==> src/rtl/alu_arbiter_if.sv <==
// Requester-side bus of the shared-ALU arbiter: two request ports in, one-hot response out.
interface alu_arbiter_if #(
    parameter int unsigned WIDTH = 32,
    parameter int unsigned OP_W  = 3
);
    logic [1:0]       req_valid;
    logic [1:0]       req_ready;
    logic [OP_W-1:0]  req_op0;
    logic [WIDTH-1:0] req_a0;
    logic [WIDTH-1:0] req_b0;
    logic [OP_W-1:0]  req_op1;
    logic [WIDTH-1:0] req_a1;
    logic [WIDTH-1:0] req_b1;
    logic [1:0]       rsp_valid;
    logic [1:0]       rsp_ready;
    logic [WIDTH-1:0] rsp_y;
    logic             rsp_zero;
    logic             rsp_err;

    modport master (
        output req_valid, req_op0, req_a0, req_b0, req_op1, req_a1, req_b1, rsp_ready,
        input  req_ready, rsp_valid, rsp_y, rsp_zero, rsp_err
    );

    modport slave (
        input  req_valid, req_op0, req_a0, req_b0, req_op1, req_a1, req_b1, rsp_ready,
        output req_ready, rsp_valid, rsp_y, rsp_zero, rsp_err
    );
endinterface

==> src/rtl/alu_arbiter.sv <==
// Round-robin sharing of one ALU between two requesters; operands registered into the
// ALU, result captured one cycle later and held until the owner accepts it.
module alu_arbiter #(
    parameter int unsigned WIDTH = 32,
    parameter int unsigned OP_W  = 3
) (
    input  logic             clk,
    input  logic             rst_n,
    alu_arbiter_if.slave     bus,
    output logic [OP_W-1:0]  alu_ctrl,
    output logic [WIDTH-1:0] alu_a,
    output logic [WIDTH-1:0] alu_b,
    input  logic [WIDTH-1:0] alu_y,
    input  logic             alu_zero,
    output logic             busy,
    output logic             grant_id
);
    localparam logic [OP_W-1:0] ALU_AND = OP_W'(3'b000);
    localparam logic [OP_W-1:0] ALU_OR  = OP_W'(3'b001);
    localparam logic [OP_W-1:0] ALU_ADD = OP_W'(3'b010);
    localparam logic [OP_W-1:0] ALU_OFF = OP_W'(3'b011);
    localparam logic [OP_W-1:0] ALU_SUB = OP_W'(3'b110);
    localparam logic [OP_W-1:0] ALU_SLT = OP_W'(3'b111);

    typedef enum logic [1:0] {IDLE, ISSUE, RESP} state_t;

    state_t           state, state_nxt;
    logic             ptr;
    logic             win;
    logic             any_valid;
    logic             op_ok;
    logic [OP_W-1:0]  op_q;
    logic [WIDTH-1:0] a_q, b_q;

    assign any_valid = |bus.req_valid;
    // With both requesters valid the round-robin pointer decides.
    assign win       = (bus.req_valid == 2'b11) ? ptr : bus.req_valid[1];
    assign op_ok     = (op_q == ALU_AND) || (op_q == ALU_OR) || (op_q == ALU_ADD) ||
                       (op_q == ALU_SUB) || (op_q == ALU_SLT);

    assign alu_a = a_q;
    assign alu_b = b_q;
    assign busy  = (state != IDLE);

    always_ff @(posedge clk or negedge rst_n) begin
        if (!rst_n) state <= IDLE;
        else        state <= state_nxt;
    end

    always_comb begin
        state_nxt     = state;
        bus.req_ready = '0;
        bus.rsp_valid = '0;
        alu_ctrl      = ALU_OFF;
        case (state)
            IDLE: begin
                if (any_valid) begin
                    bus.req_ready = win ? 2'b10 : 2'b01;
                    state_nxt     = ISSUE;
                end
            end
            ISSUE: begin
                if (op_ok) alu_ctrl = op_q;
                state_nxt = RESP;
            end
            RESP: begin
                bus.rsp_valid = grant_id ? 2'b10 : 2'b01;
                if (bus.rsp_ready[grant_id]) state_nxt = IDLE;
            end
            default: state_nxt = IDLE;
        endcase
    end

    always_ff @(posedge clk or negedge rst_n) begin
        if (!rst_n) begin
            ptr          <= 1'b0;
            grant_id     <= 1'b0;
            op_q         <= ALU_OFF;
            a_q          <= '0;
            b_q          <= '0;
            bus.rsp_y    <= '0;
            bus.rsp_zero <= 1'b0;
            bus.rsp_err  <= 1'b0;
        end else begin
            case (state)
                IDLE: begin
                    if (any_valid) begin
                        grant_id <= win;
                        op_q     <= win ? bus.req_op1 : bus.req_op0;
                        a_q      <= win ? bus.req_a1  : bus.req_a0;
                        b_q      <= win ? bus.req_b1  : bus.req_b0;
                    end
                end
                ISSUE: begin
                    // Invalid ops never drive the ALU, so its floating output is discarded.
                    if (op_ok) begin
                        bus.rsp_y    <= alu_y;
                        bus.rsp_zero <= alu_zero;
                        bus.rsp_err  <= 1'b0;
                    end else begin
                        bus.rsp_y    <= '0;
                        bus.rsp_zero <= 1'b1;
                        bus.rsp_err  <= 1'b1;
                    end
                end
                RESP: begin
                    if (bus.rsp_ready[grant_id]) ptr <= ~grant_id;
                end
                default: ;
            endcase
        end
    end
endmodule

==> src/flat_wrapper.sv <==
// flat-port wrapper written by rule: the top's interface ports become plain ports
module alu_arbiter_flat 
#(
    parameter int unsigned WIDTH = 32,
    parameter int unsigned OP_W  = 3
)
  (clk, rst_n, alu_ctrl, alu_a, alu_b, alu_y, alu_zero, busy, grant_id, bus_req_valid, bus_req_op0, bus_req_a0, bus_req_b0, bus_req_op1, bus_req_a1, bus_req_b1, bus_rsp_ready, bus_req_ready, bus_rsp_valid, bus_rsp_y, bus_rsp_zero, bus_rsp_err);
  alu_arbiter_if #(.WIDTH(WIDTH), .OP_W(OP_W)) bus_i ();
  input  logic clk;
  input  logic rst_n;
  output logic [OP_W-1:0] alu_ctrl;
  output logic [WIDTH-1:0] alu_a;
  output logic [WIDTH-1:0] alu_b;
  input  logic [WIDTH-1:0] alu_y;
  input  logic alu_zero;
  output logic busy;
  output logic grant_id;
  input wire logic [$bits(bus_i.req_valid)-1:0] bus_req_valid;
  input wire logic [$bits(bus_i.req_op0)-1:0] bus_req_op0;
  input wire logic [$bits(bus_i.req_a0)-1:0] bus_req_a0;
  input wire logic [$bits(bus_i.req_b0)-1:0] bus_req_b0;
  input wire logic [$bits(bus_i.req_op1)-1:0] bus_req_op1;
  input wire logic [$bits(bus_i.req_a1)-1:0] bus_req_a1;
  input wire logic [$bits(bus_i.req_b1)-1:0] bus_req_b1;
  input wire logic [$bits(bus_i.rsp_ready)-1:0] bus_rsp_ready;
  output wire logic [$bits(bus_i.req_ready)-1:0] bus_req_ready;
  output wire logic [$bits(bus_i.rsp_valid)-1:0] bus_rsp_valid;
  output wire logic [$bits(bus_i.rsp_y)-1:0] bus_rsp_y;
  output wire logic [$bits(bus_i.rsp_zero)-1:0] bus_rsp_zero;
  output wire logic [$bits(bus_i.rsp_err)-1:0] bus_rsp_err;
  assign bus_i.req_valid = bus_req_valid;
  assign bus_i.req_op0 = bus_req_op0;
  assign bus_i.req_a0 = bus_req_a0;
  assign bus_i.req_b0 = bus_req_b0;
  assign bus_i.req_op1 = bus_req_op1;
  assign bus_i.req_a1 = bus_req_a1;
  assign bus_i.req_b1 = bus_req_b1;
  assign bus_i.rsp_ready = bus_rsp_ready;
  assign bus_req_ready = bus_i.req_ready;
  assign bus_rsp_valid = bus_i.rsp_valid;
  assign bus_rsp_y = bus_i.rsp_y;
  assign bus_rsp_zero = bus_i.rsp_zero;
  assign bus_rsp_err = bus_i.rsp_err;
  alu_arbiter #(.WIDTH(WIDTH), .OP_W(OP_W)) u_core (.clk(clk), .rst_n(rst_n), .bus(bus_i), .alu_ctrl(alu_ctrl), .alu_a(alu_a), .alu_b(alu_b), .alu_y(alu_y), .alu_zero(alu_zero), .busy(busy), .grant_id(grant_id));
endmodule
==> config.mk <==
export PLATFORM = sky130hd
export DESIGN_NAME = alu_arbiter_flat
export DESIGN_NICKNAME = d
export VERILOG_FILES = /design/src/rtl/alu_arbiter_if.sv /design/src/rtl/alu_arbiter.sv /design/src/flat_wrapper.sv
export SDC_FILE = /design/constraint.sdc
export NUM_CORES = 1
export LEC_CHECK = 0
export CAP_MARGIN = 25
export CORE_AREA = 3 3 144 118
export DETAILED_ROUTE_END_ITERATION = 10
export DIE_AREA = 0 0 147 121
export PLACE_DENSITY = 0.71
export SLEW_MARGIN = 25
export SYNTH_ARGS = -nofsm -noshare
export SYNTH_HDL_FRONTEND = slang
export SYNTH_SLANG_ARGS = --single-unit
export TNS_END_PERCENT = 30
==> constraint.sdc <==
create_clock -name clk -period 3.93 [get_ports clk]
set_input_delay 0.5895 -clock clk [delete_from_list [all_inputs] [get_ports clk]]
set_output_delay 0.5895 -clock clk [all_outputs]
set_load 0.03 [all_outputs]
==> impl_metrics.env <==
export IMPL_status="finished clean"
export IMPL_grt_max_degree=85
export IMPL_layout_nets=861
export IMPL_cts_tree="done"
export IMPL_end_kind="output pin"
export IMPL_slew_viol_final=0
export IMPL_clock_latency_ps=350
export IMPL_grt_pass1_wl_um=26770
export IMPL_synth_area_leader_cell="dfrtp_1"
export IMPL_cp_arrival_ps=2250
export IMPL_hold_class="in -> async"
export IMPL_netlist_instances=435
export IMPL_synth_cell_types=29
export IMPL_start_util_pct=29.80
export IMPL_crit_path_top_delay_cell="clkdlybuf4s50_1"
export IMPL_path_cells="nand2b_1 -> nor3_4 -> buf_4 -> nand2b_1 -> clkdlybuf4s50_1"
export IMPL_synth_common_cells="dfrtp_1 (103), o21ai_0 (44), a21oi_1 (43)"
export IMPL_power_frac_seq_pct=29.4
export IMPL_critPathTopFamily="buffers and inverters"
export IMPL_path_common_cell="nand2b_1"
export IMPL_cp_max_fo=34
export IMPL_path_buf_inv=2
export IMPL_drv_cap=0
export IMPL_drc=0
export IMPL_cp_required_ps=3340
export IMPL_grt_pass1_vias=4914
export IMPL_synth_edf_count=0
export IMPL_synth_seq_cells=105
export IMPL_p_clk_share_pct=14.2
export IMPL_yosysWarnings=0
export IMPL_hold_buffers=0
export IMPL_pwr_share_comb_pct=56.4
export IMPL_power_density_nw_per_um2=820.8
export IMPL_setup_viol=0
export IMPL_post_route_cell_area_um2=7914
export IMPL_swShare_pct=43.70
export IMPL_routed_via_density=5.237
export IMPL_place_congestion=0.8302
export IMPL_p_int_w=0.003657
export IMPL_hold_viol=0
export IMPL_layout_setup_ws_ps=1094
export IMPL_vias=4750
export IMPL_fp_dieW_um=147
export IMPL_wl_per_cell_um=18.84
export IMPL_synth_area_per_cell_um2=10.75
export IMPL_finalWirelength_um=17090
export IMPL_synth_most_common_cell="dfrtp_1"
export IMPL_post_place_ws_ps=1258
export IMPL_rows=41
export IMPL_core_area_um2=15700
export IMPL_clk_pin_slew_ps=80
export IMPL_cts_resized=0
export IMPL_root_buffer="clkbuf_16"
export IMPL_peakVddDrop_uv=354.0
export IMPL_switching_power_w=0.002838
export IMPL_first_pass_iters=5
export IMPL_slew_limit_headroom_pct=39.02
export IMPL_worst_slew_pin_slew_ps=912.5
export IMPL_final_antenna_net_count=0
export IMPL_numCtsBuffers=9
export IMPL_max_stage_delay_ps=610
export IMPL_p_leak_nw=3.142
export IMPL_cts_htree_levels=3
export IMPL_syn_num_nets=608
export IMPL_synth_seq_area_share_pct=56.22
export IMPL_postCtsSetupBuffers=0
export IMPL_drive_gt1_share_pct=6.358
export IMPL_dpl_instance_area_um2=7614
export IMPL_yosys_top_cells_area="dfrtp_1 (55%), a22o_1 (6.0%), a31oi_1 (5.5%)"
export IMPL_syn_to_final_growth_pct=69.16
export IMPL_die_h_um=121
export IMPL_critPathKind="reg -> out"
export IMPL_syn_area_um2=4678
export IMPL_post_route_util_pct=50.41
export IMPL_dp_hpwl_um=12180
export IMPL_clock_skew_ps=11.63
export IMPL_track_usage_pct=18.64
export IMPL_io_buffers=279
export IMPL_fin_crit_sh_pct=72.15
export IMPL_min_period_ps=2836
export IMPL_yosys_most_used_dff="dfrtp_1"
export IMPL_synthArstFlopShare_pct=100.0
export IMPL_fmax_mhz=352.7
export IMPL_synth_top_cell_area_share_pct=55.09
export IMPL_rsz0062_at_grt="no"
export IMPL_clock_sinks=105
export IMPL_die_area_um2=17790
export IMPL_clk_path_buf_depth=2
export IMPL_io_pins=280
export IMPL_grt_overflow=0
export IMPL_dr_first_iter_drc_count=311
export IMPL_antenna_diode_count=0
export IMPL_fin_tns_setup_ps=0
export IMPL_antenna_found_initial=0
export IMPL_startpoint_type="flip-flop"
==> registers in the layout (all words and copies together) (netlist names) <==
| name | count |
|---|---|
| u_core.alu_a | 32 |
| u_core.alu_b | 32 |
| u_core.bus.rsp_err | 1 |
| u_core.bus.rsp_y | 32 |
| u_core.bus.rsp_zero | 1 |
| u_core.grant_id | 1 |
| u_core.op_q | 3 |
| u_core.ptr | 1 |
| u_core.state | 2 |
==> layer usage <==
| metal | vias up | global-route usage (%) | wire, um |
|---|---|---|---|
| met2 | 235 | 30.30 | 8128 |
| li1 | 2173 | - | - |
| met1 | 2330 | 24.00 | 7080 |
| met4 | 0 | 3.900 | 175 |
| met5 | - | 0 | 0 |
| met3 | 12 | 6.908 | 1707 |
==> path summary, 6_finish.rpt <==
check                                                  from                               end  slack [ps]  cells past startpoint
setup / recovery                u_core.state[1]$_DFFE_PN0P_                       alu_ctrl[0]        1090                      5
setup reg to reg                u_core.state[1]$_DFFE_PN0P_      u_core.alu_a[17]$_DFFE_PN0P_        2090                      4
hold / removal                                        rst_n      u_core.alu_b[11]$_DFFE_PN0P_         300                      1
min in group clk           u_core.bus.rsp_y[24]$_DFFE_PN0N_  u_core.bus.rsp_y[24]$_DFFE_PN0N_         510                      1
max in group asynchronous                             rst_n  u_core.bus.rsp_y[14]$_DFFE_PN0N_        2820                      2
hold reg to reg            u_core.bus.rsp_y[24]$_DFFE_PN0N_  u_core.bus.rsp_y[24]$_DFFE_PN0N_         510                      1
==> final cells by class <==
type | instances | area [um2]
Inverter | 6 | 22.52
Tap cell | 215 | 269.0
Timing Repair Buffer | 290 | 2867
Fill cell | 1445 | 7784
Clock inverter | 6 | 75.07
Multi-Input combinational cell | 276 | 1826
Sequential cell | 105 | 2630
Clock buffer | 9 | 225.2
==> per-stage QoR <==
step	hold slack [ps]	power [W]	instances
floorplan	293.9	0.004019	435
global placement	488.1	0.005525	892
detailed placement	489.9	0.005604	892
CTS	320.3	0.006569	907
global route	367.8	0.006862	907
finish	303.6	0.006495	907
==> logic make-up (layout without fill, tap and decap cells) <==
| group | count (synthesis) | count (layout) | share of synthesized area [%] |
|---|---|---|---|
| AOI/OAI and AO/OA | 215 | 215 | 31.43 |
| buffers and inverters | 54 | 311 | 5.349 |
| DFF | 105 | 105 | 56.22 |
| and+or+nand+nor | 61 | 61 | 7.008 |
==> power by group through the flow <==
| stage | Combinational (W) | Clock, W | Sequential (W) |
|---|---|---|---|
| 2_1_floorplan | 0.00120 | 0 | 0.00281 |
| 3_3_place_gp | 0.00363 | 0 | 0.00190 |
| 3_5_place_dp | 0.00368 | 0 | 0.00192 |
| 4_1_cts | 0.00370 | 0.000956 | 0.00191 |
| 6_report | 0.00366 | 0.000921 | 0.00191 |
| 5_1_grt | 0.00389 | 0.00100 | 0.00197 |
==> cells in the final DEF (no fill, tap or decap), types with 13 or more instances in the layout <==
cell	count
a31oi_1	41
o21ai_0	44
a21oi_1	43
buf_4	13
dfrtp_1	103
clkdlybuf4s50_1	275
a221o_1	23
a22o_1	32
nand3_1	40
a21boi_0	27
No activity file was read; power rests on OpenSTA's default activity.
